<file path="src/rtl/bus_pkg.sv">
// Shared bus types for the CPU/DMA/MMU request path.
// Pure declarations: no latency or flow control of its own.
package bus_pkg;

  typedef enum logic [1:0] {
    BUS_OP_IDLE  = 2'd0,
    BUS_OP_READ  = 2'd1,
    BUS_OP_WRITE = 2'd2
  } bus_op_t;

  typedef enum logic {
    BUS_SIZE_BYTE = 1'b0,
    BUS_SIZE_WORD = 1'b1
  } bus_size_t;

  typedef enum logic {
    OWNER_CPU = 1'b0,
    OWNER_DMA = 1'b1
  } bus_owner_t;

  typedef enum logic [1:0] {
    ARB_IDLE = 2'd0,
    ARB_BUSY = 2'd1,
    ARB_RESP = 2'd2
  } arb_state_t;

  typedef struct packed {
    bus_op_t     op;
    bus_size_t   size;
    logic [15:0] addr;
    logic [15:0] wdata;
  } bus_req_t;

  localparam logic [15:0] BUS_ERR_DATA = 16'hFFFF;

  function automatic logic req_present(input bus_op_t op);
    return op != BUS_OP_IDLE;
  endfunction

endpackage

</file>
<file path="src/rtl/bus_watchdog.sv">
// Transaction watchdog: counts enabled cycles, flags the cycle in which the count reaches TIMEOUT_CYCLES.
// Expired is combinational from the count (0 cycles); no backpressure, TIMEOUT_CYCLES=0 never expires.
module bus_watchdog #(
  parameter int unsigned TIMEOUT_CYCLES = 255
) (
  input  logic clk,
  input  logic reset,
  input  logic clear,
  input  logic enable,
  output logic expired
);

  localparam int unsigned CW = ($clog2(TIMEOUT_CYCLES + 1) > 8) ? $clog2(TIMEOUT_CYCLES + 1) : 8;
  localparam logic [CW-1:0] LIMIT = (TIMEOUT_CYCLES == 0) ? '0 : CW'(TIMEOUT_CYCLES - 1);

  logic [CW-1:0] count;

  // Saturates so a disabled watchdog cannot wrap into a false expiry.
  always_ff @(posedge clk or negedge reset) begin
    if (!reset) begin
      count <= '0;
    end else if (clear) begin
      count <= '0;
    end else if (enable && (count != '1)) begin
      count <= count + CW'(1);
    end
  end

  assign expired = (TIMEOUT_CYCLES != 0) && enable && (count == LIMIT);

endmodule

</file>
<file path="src/rtl/bus_arbiter.sv">
// CPU/DMA arbiter for the single MMU port: DMA priority with a starvation limit, watchdog abort.
// Grant to MMU drive 1 cycle, response pulse 1 cycle after MMU completion; requesters hold until their pulse.
module bus_arbiter
  import bus_pkg::*;
#(
  parameter int unsigned TIMEOUT_CYCLES = 255,
  parameter int unsigned DMA_STREAK_MAX = 4
) (
  input  logic        clk,
  input  logic        reset,
  input  bus_op_t     cpu_req_op,
  input  bus_size_t   cpu_req_size,
  input  logic [15:0] cpu_req_addr,
  input  logic [15:0] cpu_req_wdata,
  output logic        cpu_resp_valid,
  output logic [15:0] cpu_resp_rdata,
  output logic        cpu_resp_err,
  input  bus_op_t     dma_req_op,
  input  bus_size_t   dma_req_size,
  input  logic [15:0] dma_req_addr,
  input  logic [15:0] dma_req_wdata,
  output logic        dma_resp_valid,
  output logic [15:0] dma_resp_rdata,
  output logic        dma_resp_err,
  output bus_op_t     mmu_req_op,
  output bus_size_t   mmu_req_size,
  output logic [15:0] mmu_req_addr,
  output logic [15:0] mmu_req_wdata,
  input  logic        mmu_resp_valid,
  input  logic [15:0] mmu_resp_rdata,
  output logic        grant_dma
);

  localparam int unsigned SW = ($clog2(DMA_STREAK_MAX + 1) > 0) ? $clog2(DMA_STREAK_MAX + 1) : 1;
  localparam logic [SW-1:0] STREAK_MAX = SW'(DMA_STREAK_MAX);

  arb_state_t    state_q, state_d;
  bus_req_t      req_q, req_d;
  bus_owner_t    owner_q, owner_d;
  logic [15:0]   rdata_q, rdata_d;
  logic          err_q, err_d;
  logic [SW-1:0] streak_q, streak_d;

  bus_req_t cpu_req, dma_req;
  logic     cpu_pend, dma_pend, cpu_wins;
  logic     wd_clear, wd_expired, resp_fire;

  assign cpu_req  = '{op: cpu_req_op, size: cpu_req_size, addr: cpu_req_addr, wdata: cpu_req_wdata};
  assign dma_req  = '{op: dma_req_op, size: dma_req_size, addr: dma_req_addr, wdata: dma_req_wdata};
  assign cpu_pend = req_present(cpu_req_op);
  assign dma_pend = req_present(dma_req_op);
  assign cpu_wins = cpu_pend && (!dma_pend || (streak_q == STREAK_MAX));

  bus_watchdog #(
    .TIMEOUT_CYCLES(TIMEOUT_CYCLES)
  ) u_watchdog (
    .clk    (clk),
    .reset  (reset),
    .clear  (wd_clear),
    .enable (state_q == ARB_BUSY),
    .expired(wd_expired)
  );

  always_comb begin
    state_d  = state_q;
    req_d    = req_q;
    owner_d  = owner_q;
    rdata_d  = rdata_q;
    err_d    = err_q;
    streak_d = streak_q;
    wd_clear = 1'b0;
    unique case (state_q)
      ARB_IDLE: begin
        if (cpu_pend || dma_pend) begin
          wd_clear = 1'b1;
          state_d  = ARB_BUSY;
          if (cpu_wins) begin
            req_d    = cpu_req;
            owner_d  = OWNER_CPU;
            streak_d = '0;
          end else begin
            req_d   = dma_req;
            owner_d = OWNER_DMA;
            // Only grants that actually make the CPU wait count toward the streak.
            if (!cpu_pend) begin
              streak_d = '0;
            end else if (streak_q != STREAK_MAX) begin
              streak_d = streak_q + SW'(1);
            end
          end
        end
      end
      ARB_BUSY: begin
        // A response in the expiry cycle still wins over the abort.
        if (mmu_resp_valid) begin
          rdata_d = mmu_resp_rdata;
          err_d   = 1'b0;
          state_d = ARB_RESP;
        end else if (wd_expired) begin
          rdata_d = BUS_ERR_DATA;
          err_d   = 1'b1;
          state_d = ARB_RESP;
        end
      end
      ARB_RESP: state_d = ARB_IDLE;
      default:  state_d = ARB_IDLE;
    endcase
  end

  always_ff @(posedge clk or negedge reset) begin
    if (!reset) begin
      state_q  <= ARB_IDLE;
      req_q    <= '{op: BUS_OP_IDLE, size: BUS_SIZE_BYTE, addr: 16'h0000, wdata: 16'h0000};
      owner_q  <= OWNER_CPU;
      rdata_q  <= '0;
      err_q    <= 1'b0;
      streak_q <= '0;
    end else begin
      state_q  <= state_d;
      req_q    <= req_d;
      owner_q  <= owner_d;
      rdata_q  <= rdata_d;
      err_q    <= err_d;
      streak_q <= streak_d;
    end
  end

  assign mmu_req_op    = (state_q == ARB_BUSY) ? req_q.op : BUS_OP_IDLE;
  assign mmu_req_size  = req_q.size;
  assign mmu_req_addr  = req_q.addr;
  assign mmu_req_wdata = req_q.wdata;

  assign resp_fire      = (state_q == ARB_RESP);
  assign cpu_resp_valid = resp_fire && (owner_q == OWNER_CPU);
  assign dma_resp_valid = resp_fire && (owner_q == OWNER_DMA);
  assign cpu_resp_rdata = cpu_resp_valid ? rdata_q : 16'h0000;
  assign dma_resp_rdata = dma_resp_valid ? rdata_q : 16'h0000;
  assign cpu_resp_err   = cpu_resp_valid && err_q;
  assign dma_resp_err   = dma_resp_valid && err_q;
  assign grant_dma      = (owner_q == OWNER_DMA);

endmodule
</file>
<file path="config.mk">
export PLATFORM = sky130hd
export DESIGN_NAME = bus_arbiter
export DESIGN_NICKNAME = d
export VERILOG_FILES = /design/src/rtl/bus_pkg.sv /design/src/rtl/bus_watchdog.sv /design/src/rtl/bus_arbiter.sv
export SDC_FILE = /design/constraint.sdc
export NUM_CORES = 1
export LEC_CHECK = 0
export BUFFER_PORTS_ARGS = -buffer_cell sky130_fd_sc_hd__buf_2
export CAP_MARGIN = 0
export CORE_AREA = 2 2 90 92
export CTS_CLUSTER_DIAMETER = 150
export CTS_CLUSTER_SIZE = 24
export DETAILED_ROUTE_END_ITERATION = 7
export DIE_AREA = 0 0 92 94
export PLACE_DENSITY_LB_ADDON = 0.15
export SLEW_MARGIN = 15
export SYNTH_ARGS = -nofsm -noshare
export SYNTH_HDL_FRONTEND = slang
export SYNTH_SLANG_ARGS = --single-unit
export TNS_END_PERCENT = 5
</file>
<file path="constraint.sdc">
create_clock -name clk -period 3.91 [get_ports clk]
set_clock_uncertainty 0.2 [all_clocks]
set_input_delay 0.391 -clock clk [delete_from_list [all_inputs] [get_ports clk]]
set_output_delay 0.391 -clock clk [all_outputs]
set_load 0.1 [all_outputs]
</file>
After elaboration in Yosys (flattened, before gate mapping)
Index checks and enable logic that the tools add are counted.

Memories kept: 0. Register bits: 66. Bits in writable memories: 0. Bits in read-only memories: 0. Output and inout bits: 72. Input bits: 89. Word-level logic and storage cells: 61. Latch bits: 0.

Magnitude comparators: 0. $add $sub $neg: 2. Bitwise operators: 1. Multiplexer cells: 20. Shift-type cells: 0. Reductions and logical operators: 19. Divide/modulo/power cells: 0. Eq/ne operators: 9. Multipliers: 0.

Operators with widths (number): two-way mux 16 bit (4); two-way mux 35 bit (1); two-way mux 8 bit (2); two-way mux 3 bit (3); adder 8 x 1 -> 8 bit (second input constant) (1); == test 8 bit (second input constant) (1); two-way mux 2 bit (4); != test 8 bit (second input constant) (1); nonzero test 2 bit (4); logical AND 1 bit (7); != test 3 bit (second input constant) (2); AND reduction 2 bit (3); two-way mux 1 bit (5); one-hot mux 2 bit (2 select lines) (1); adder 3 x 1 -> 3 bit (second input constant) (1); == test 3 bit (second input constant) (1); != test 3 x 1 -> 1 bit (second input constant) (1); AND reduction 3 bit (1); == test 2 x 1 -> 1 bit (second input constant) (1); == test 2 bit (second input constant) (1); logical NOT 2 bit (1); logical OR 1 bit (2); != test 2 bit (second input constant) (1); logical NOT 1 bit (1); inverter 1 bit (1).

Longest topological paths before layout
Depth after elaboration: 6. Depth in mapped cells: 6. Gate-level depth less buffers: 5.

Cells and area by module
A second synthesis with hierarchy kept.

Cell total of the unflattened synthesis: 395. Area total of the unflattened synthesis: 3920.0 um^2.

By module, submodules not included: bus_arbiter (cells an instance 345, seq. area each 1451.4 um^2, times used 1, area each 3440.8 um^2); bus_watchdog (cells an instance 50, seq. area each 200.2 um^2, times used 1, area each 479.2 um^2).

Worst setup path before layout
Ideal clock, no wire load.

Path type: register -> output. Start: register owner_q, in the netlist grant_dma. End: output dma_resp_rdata[10]. Setup slack: 0.074 ns. Stages on the path, launching flop included: 5. Path buffers: 2. Data arrival time: 3.245 ns. Required time: 3.319 ns. Cell sequence: dfrtp_1 > and3b_1 > clkbuf_1 > clkbuf_1 > and2_1.

Word-level cells in the longest chain between the ends: 2.

Ends and longest elaborated chain: start, declared (line bus_arbiter.sv:39) `bus_owner_t owner_q, owner_d;`; start signal, assigned (line bus_arbiter.sv:121) `owner_q <= owner_d;`; logical AND 1 bit (line bus_arbiter.sv:135) `assign dma_resp_valid = resp_fire && (owner_q == OWNER_DMA);`; via dma_resp_valid (line bus_arbiter.sv:22) `output logic dma_resp_valid,`; two-way mux 16 bit (line bus_arbiter.sv:137) `assign dma_resp_rdata = dma_resp_valid ? rdata_q : 16'h0000;`; end, declared (line bus_arbiter.sv:23) `output logic [15:0] dma_resp_rdata,`.

The timed path passes the listed nets, and every way through them passes these cells.

Worst setup path after layout
Start: register state_q[1]. End: output cpu_resp_rdata[6].

Word-level cells in the longest chain between the ends: 3.

Ends and longest elaborated chain: start, declared (line bus_arbiter.sv:37) `arb_state_t state_q, state_d;`; start signal, assigned (line bus_arbiter.sv:119) `state_q <= state_d;`; == test 2 bit (line bus_arbiter.sv:133) `assign resp_fire = (state_q == ARB_RESP);`; logical AND 1 bit (line bus_arbiter.sv:134) `assign cpu_resp_valid = resp_fire && (owner_q == OWNER_CPU);`; two-way mux 16 bit (line bus_arbiter.sv:136) `assign cpu_resp_rdata = cpu_resp_valid ? rdata_q : 16'h0000;`; end, declared (line bus_arbiter.sv:16) `output logic [15:0] cpu_resp_rdata,`.

No other way between the ends.

==> results list <==
* Worst reg2reg path startpoint: state_q[0]
* Num CTS Buffers: 9
- Port buffering added 160 buffers.
- DRC violations left: 0
- Final period demand of the worst path: roughly 2800 ps
- Via count of the first global-routing pass: roughly 3.4k
* Starting DRC count in detailed routing: 177
* Top cell type by total area after synthesis: sky130_fd_sc_hd__dfrtp_1
* Final RePlAce weighted congestion: around 0.82
* Portion of the clock cycle consumed by the worst path in the final layout: 0.728
- The flow ran to the end, and the final reports show no timing, DRC or antenna violations.
- In this run the cell area of the synthesized design comes to between 3000 and 4000 um^2.
- For this configuration, the core starts out at a cell density of 0.510.
* I/O pins: around 160
- Proportion of synthesized chip area in sequential cells: 0.426
- The die is between 90 and 100 um tall.
- The largest single stage delay on the critical path is approximately 730 ps.
- Antenna violations before repair: 0
- The synthesized design contains between 60 and 70 register bits.
- The cell sitting at the root of the clock tree is a sky130_fd_sc_hd__clkbuf_8.
* Unrepaired setup endpoints after global routing: no
- Synth-to-layout area growth: 19.8%
- Clock latency on the worst-skew pair, taken at its later pin, is approximately 340 ps.
* Critical path peak fanout: 18
- The largest individual stage delay along the critical path comes from the cell sky130_fd_sc_hd__nor3b_2.
- Width of the chip: 92 um
* CTS tree: done
* Total global routing track utilization: 0.240
* Most common cell in the synthesized netlist: sky130_fd_sc_hd__dfrtp_1
* Count of hold buffers inserted by post-cts repair: 0
* Highest Clock Rate: around 350 MHz
* Top cell types by occurrence after synthesis: 66 x sky130_fd_sc_hd__dfrtp_1, 41 x sky130_fd_sc_hd__a31oi_1, 37 x sky130_fd_sc_hd__and2_1, 37 x sky130_fd_sc_hd__o21ai_0, 36 x sky130_fd_sc_hd__a21oi_1
- Rows: 32
- Data on the critical path is required at its endpoint by approximately 3300 ps.
- Fill cells in the final layout number 737.
- Counting both buffers and inverters, the worst setup path holds a total of 1.
- Traced cell by cell, the critical path runs through nor3b_2 -> and2_1 -> buf_2.
- Sink Count: between 60 and 70
- Via count: 3635
- First-pass GRT wire length: ~17000 um
- H-tree levels: 3
* Transition time at the pin with the least slew margin: between 900 and 1000 ps
- Yosys mapped a number of flops with a built-in enable equal to 0.
- Number of iterations in the first detailed-routing pass: 6
* Core area: around 7600 um^2
- The die covers a little under 9000 um^2.
- Start point of the critical path: state_q[1]
- The worst setup path is launched from a flip-flop.
* Net count of the mapped netlist: 526
- Clock Tree Buf Depth: 2
- For this run, the number of Yosys warnings is 0.
* Async set-reset flop share out of synthesis: 1.00
- Crit-path leading delay family: simple AND/OR/NAND/NOR gates
- Headroom to the max-slew limit came out at 0.334.
- Summed over all failing endpoints, the final setup total negative slack is 0 ps.
- Setup violations remaining at the end of the flow were counted as 0.
- The number of antenna diodes in the final layout is 0.
- Number of instances in the synthesized netlist: 433
- DR vias/cell: 5.61
- Of the cells placed in the final design, the portion with a size suffix greater than 1 is 0.381.
* Share of the synthesized area in the top cell type: 0.426
- Summed over all layers, the global routing overflow is 0.
* Crit path arrival time: between 2000 and 2500 ps
- Post-CTS timing repair inserted 0 buffers for setup.
- Entering global routing, the biggest net connects 46 pins.
- Detailed placement finished with a half-perimeter wire length of just under 7000 um.
- The path class of the tightest hold or removal check is input port to asynchronous set/reset pin.
* Quantity of gates resized following cts: 0
* Biggest area contributors in the synthesized netlist: sky130_fd_sc_hd__dfrtp_1 43%, sky130_fd_sc_hd__a31oi_1 6.6%, sky130_fd_sc_hd__buf_4 6.2%
- The count of final max-slew check failures came to 0.
- STA classifies the critical path endpoint as a primary output.
- Number of hold-slack violations in the final timing report: 0
* Number of nets in the layout: between 600 and 700
* Number of routed nets with antenna violations: 0
- Clock Pin Slew Worst Setup and Hold Paths: about 70 ps
- Detailed-route wire length: 10200 um
- Critical path type: flip-flop to primary output
- Across the run, the number of max-cap violations was 0.
- The most used flip-flop cell after synthesis is sky130_fd_sc_hd__dfrtp_1.
- The synthesized netlist contains 46 unique library cells.
* Avg Inst Size Synth: 8.95 um^2
* Wire length per cell after detailed routing: 15.7 um
## registers in the layout, summed over array words and instances, names as in the netlist
register and flops:
mmu_req_size 1, grant_dma 1, rdata_q 16, mmu_req_wdata 16, state_q 2, streak_q 3
err_q 1, mmu_req_addr 16, u_watchdog.count 8, req_q 2
## area by class of cell
type / instances / area (um^2) / area share
inverter: 22 / 82.6 / 0.0178
clock inverter: 2 / 35.0 / 0.00754
sequential: 66 / 1650 / 0.356
clock buffer: 14 / 163 / 0.0350
timing repair buffer: 165 / 838 / 0.180
multi-input combinational: 277 / 1750 / 0.376
tap: 102 / 128 / 0.0275
## cell families after synthesis
family	after synthesis	synth area share
AOI/OAI and AO/OA	166	0.268
and+or+nand+nor	105	0.159
buffers and inverters	90	0.129
DFF	66	0.426
adders and majority gates	4	0.0129
muxes	2	0.00549
## per-stage QoR
step | setup slack, ps | area, um^2 | cells | hold WS (ps) | utilization
finish | 1060 | 4640 | 648 | 10.5 | 0.611
global placement | 1570 | 4440 | 632 | 321 | 0.584
floorplan | 74.3 | 3880 | 433 | -105 | -
global route | 909 | 4640 | 648 | 50.2 | 0.611
CTS | 1080 | 4640 | 648 | 42.9 | 0.610
detailed placement | 1470 | 4440 | 632 | 323 | 0.584
## metal layers
| metal | part of all wire | GRT usage | up-vias |
|---|---|---|---|
| met2 | 0.50 | 0.425 | 173 |
| li1 | - | - | 1747 |
| met1 | 0.41 | 0.288 | 1705 |
| met4 | 0.013 | 0.0945 | 0 |
| met5 | 0 | 0 | - |
| met3 | 0.076 | 0.0490 | 10 |
## worst paths after layout
path / to / cells past startpoint / slack (ps)
worst max-delay path: cpu_resp_rdata[6] / 3 / 1060
worst min-delay path: rdata_q[3] / 1 / 10
worst max register to register: mmu_req_addr[2] / 3 / 1680
worst min register to register: rdata_q[12] / 2 / 340
max in group asynchronous: rdata_q[11] / 2 / 2620
min in group clk: err_q / 2 / 50
## cell usage in the layout, fill, tap and decap left out, types with 2 or more instances in the layout
cell	Yosys	routed
sky130_fd_sc_hd__buf_2	15	160
sky130_fd_sc_hd__dfrtp_1	66	66
sky130_fd_sc_hd__a31oi_1	41	41
sky130_fd_sc_hd__and2_1	37	37
sky130_fd_sc_hd__o21ai_0	37	37
sky130_fd_sc_hd__a21oi_1	36	36
sky130_fd_sc_hd__nand3_1	34	34
sky130_fd_sc_hd__inv_1	22	22
sky130_fd_sc_hd__a21oi_2	21	21
sky130_fd_sc_hd__o22ai_1	16	16
sky130_fd_sc_hd__clkbuf_8	0	11
sky130_fd_sc_hd__nand2_1	5	5
sky130_fd_sc_hd__buf_4	32	5
sky130_fd_sc_hd__a211oi_1	4	4
sky130_fd_sc_hd__ha_1	4	4
sky130_fd_sc_hd__nor2_4	0	3
sky130_fd_sc_hd__nand2b_1	3	3
sky130_fd_sc_hd__and3_1	3	3
sky130_fd_sc_hd__clkbuf_1	18	3
sky130_fd_sc_hd__nand4_1	2	2
sky130_fd_sc_hd__nor2_1	4	2
sky130_fd_sc_hd__nand3b_1	2	2
sky130_fd_sc_hd__nor3_1	2	2
sky130_fd_sc_hd__o21bai_1	2	2
sky130_fd_sc_hd__a311oi_1	2	2
Power is left out: the tool's default activity adds up to more than one toggle a clock period on the data nets, which glitch-free logic cannot reach.
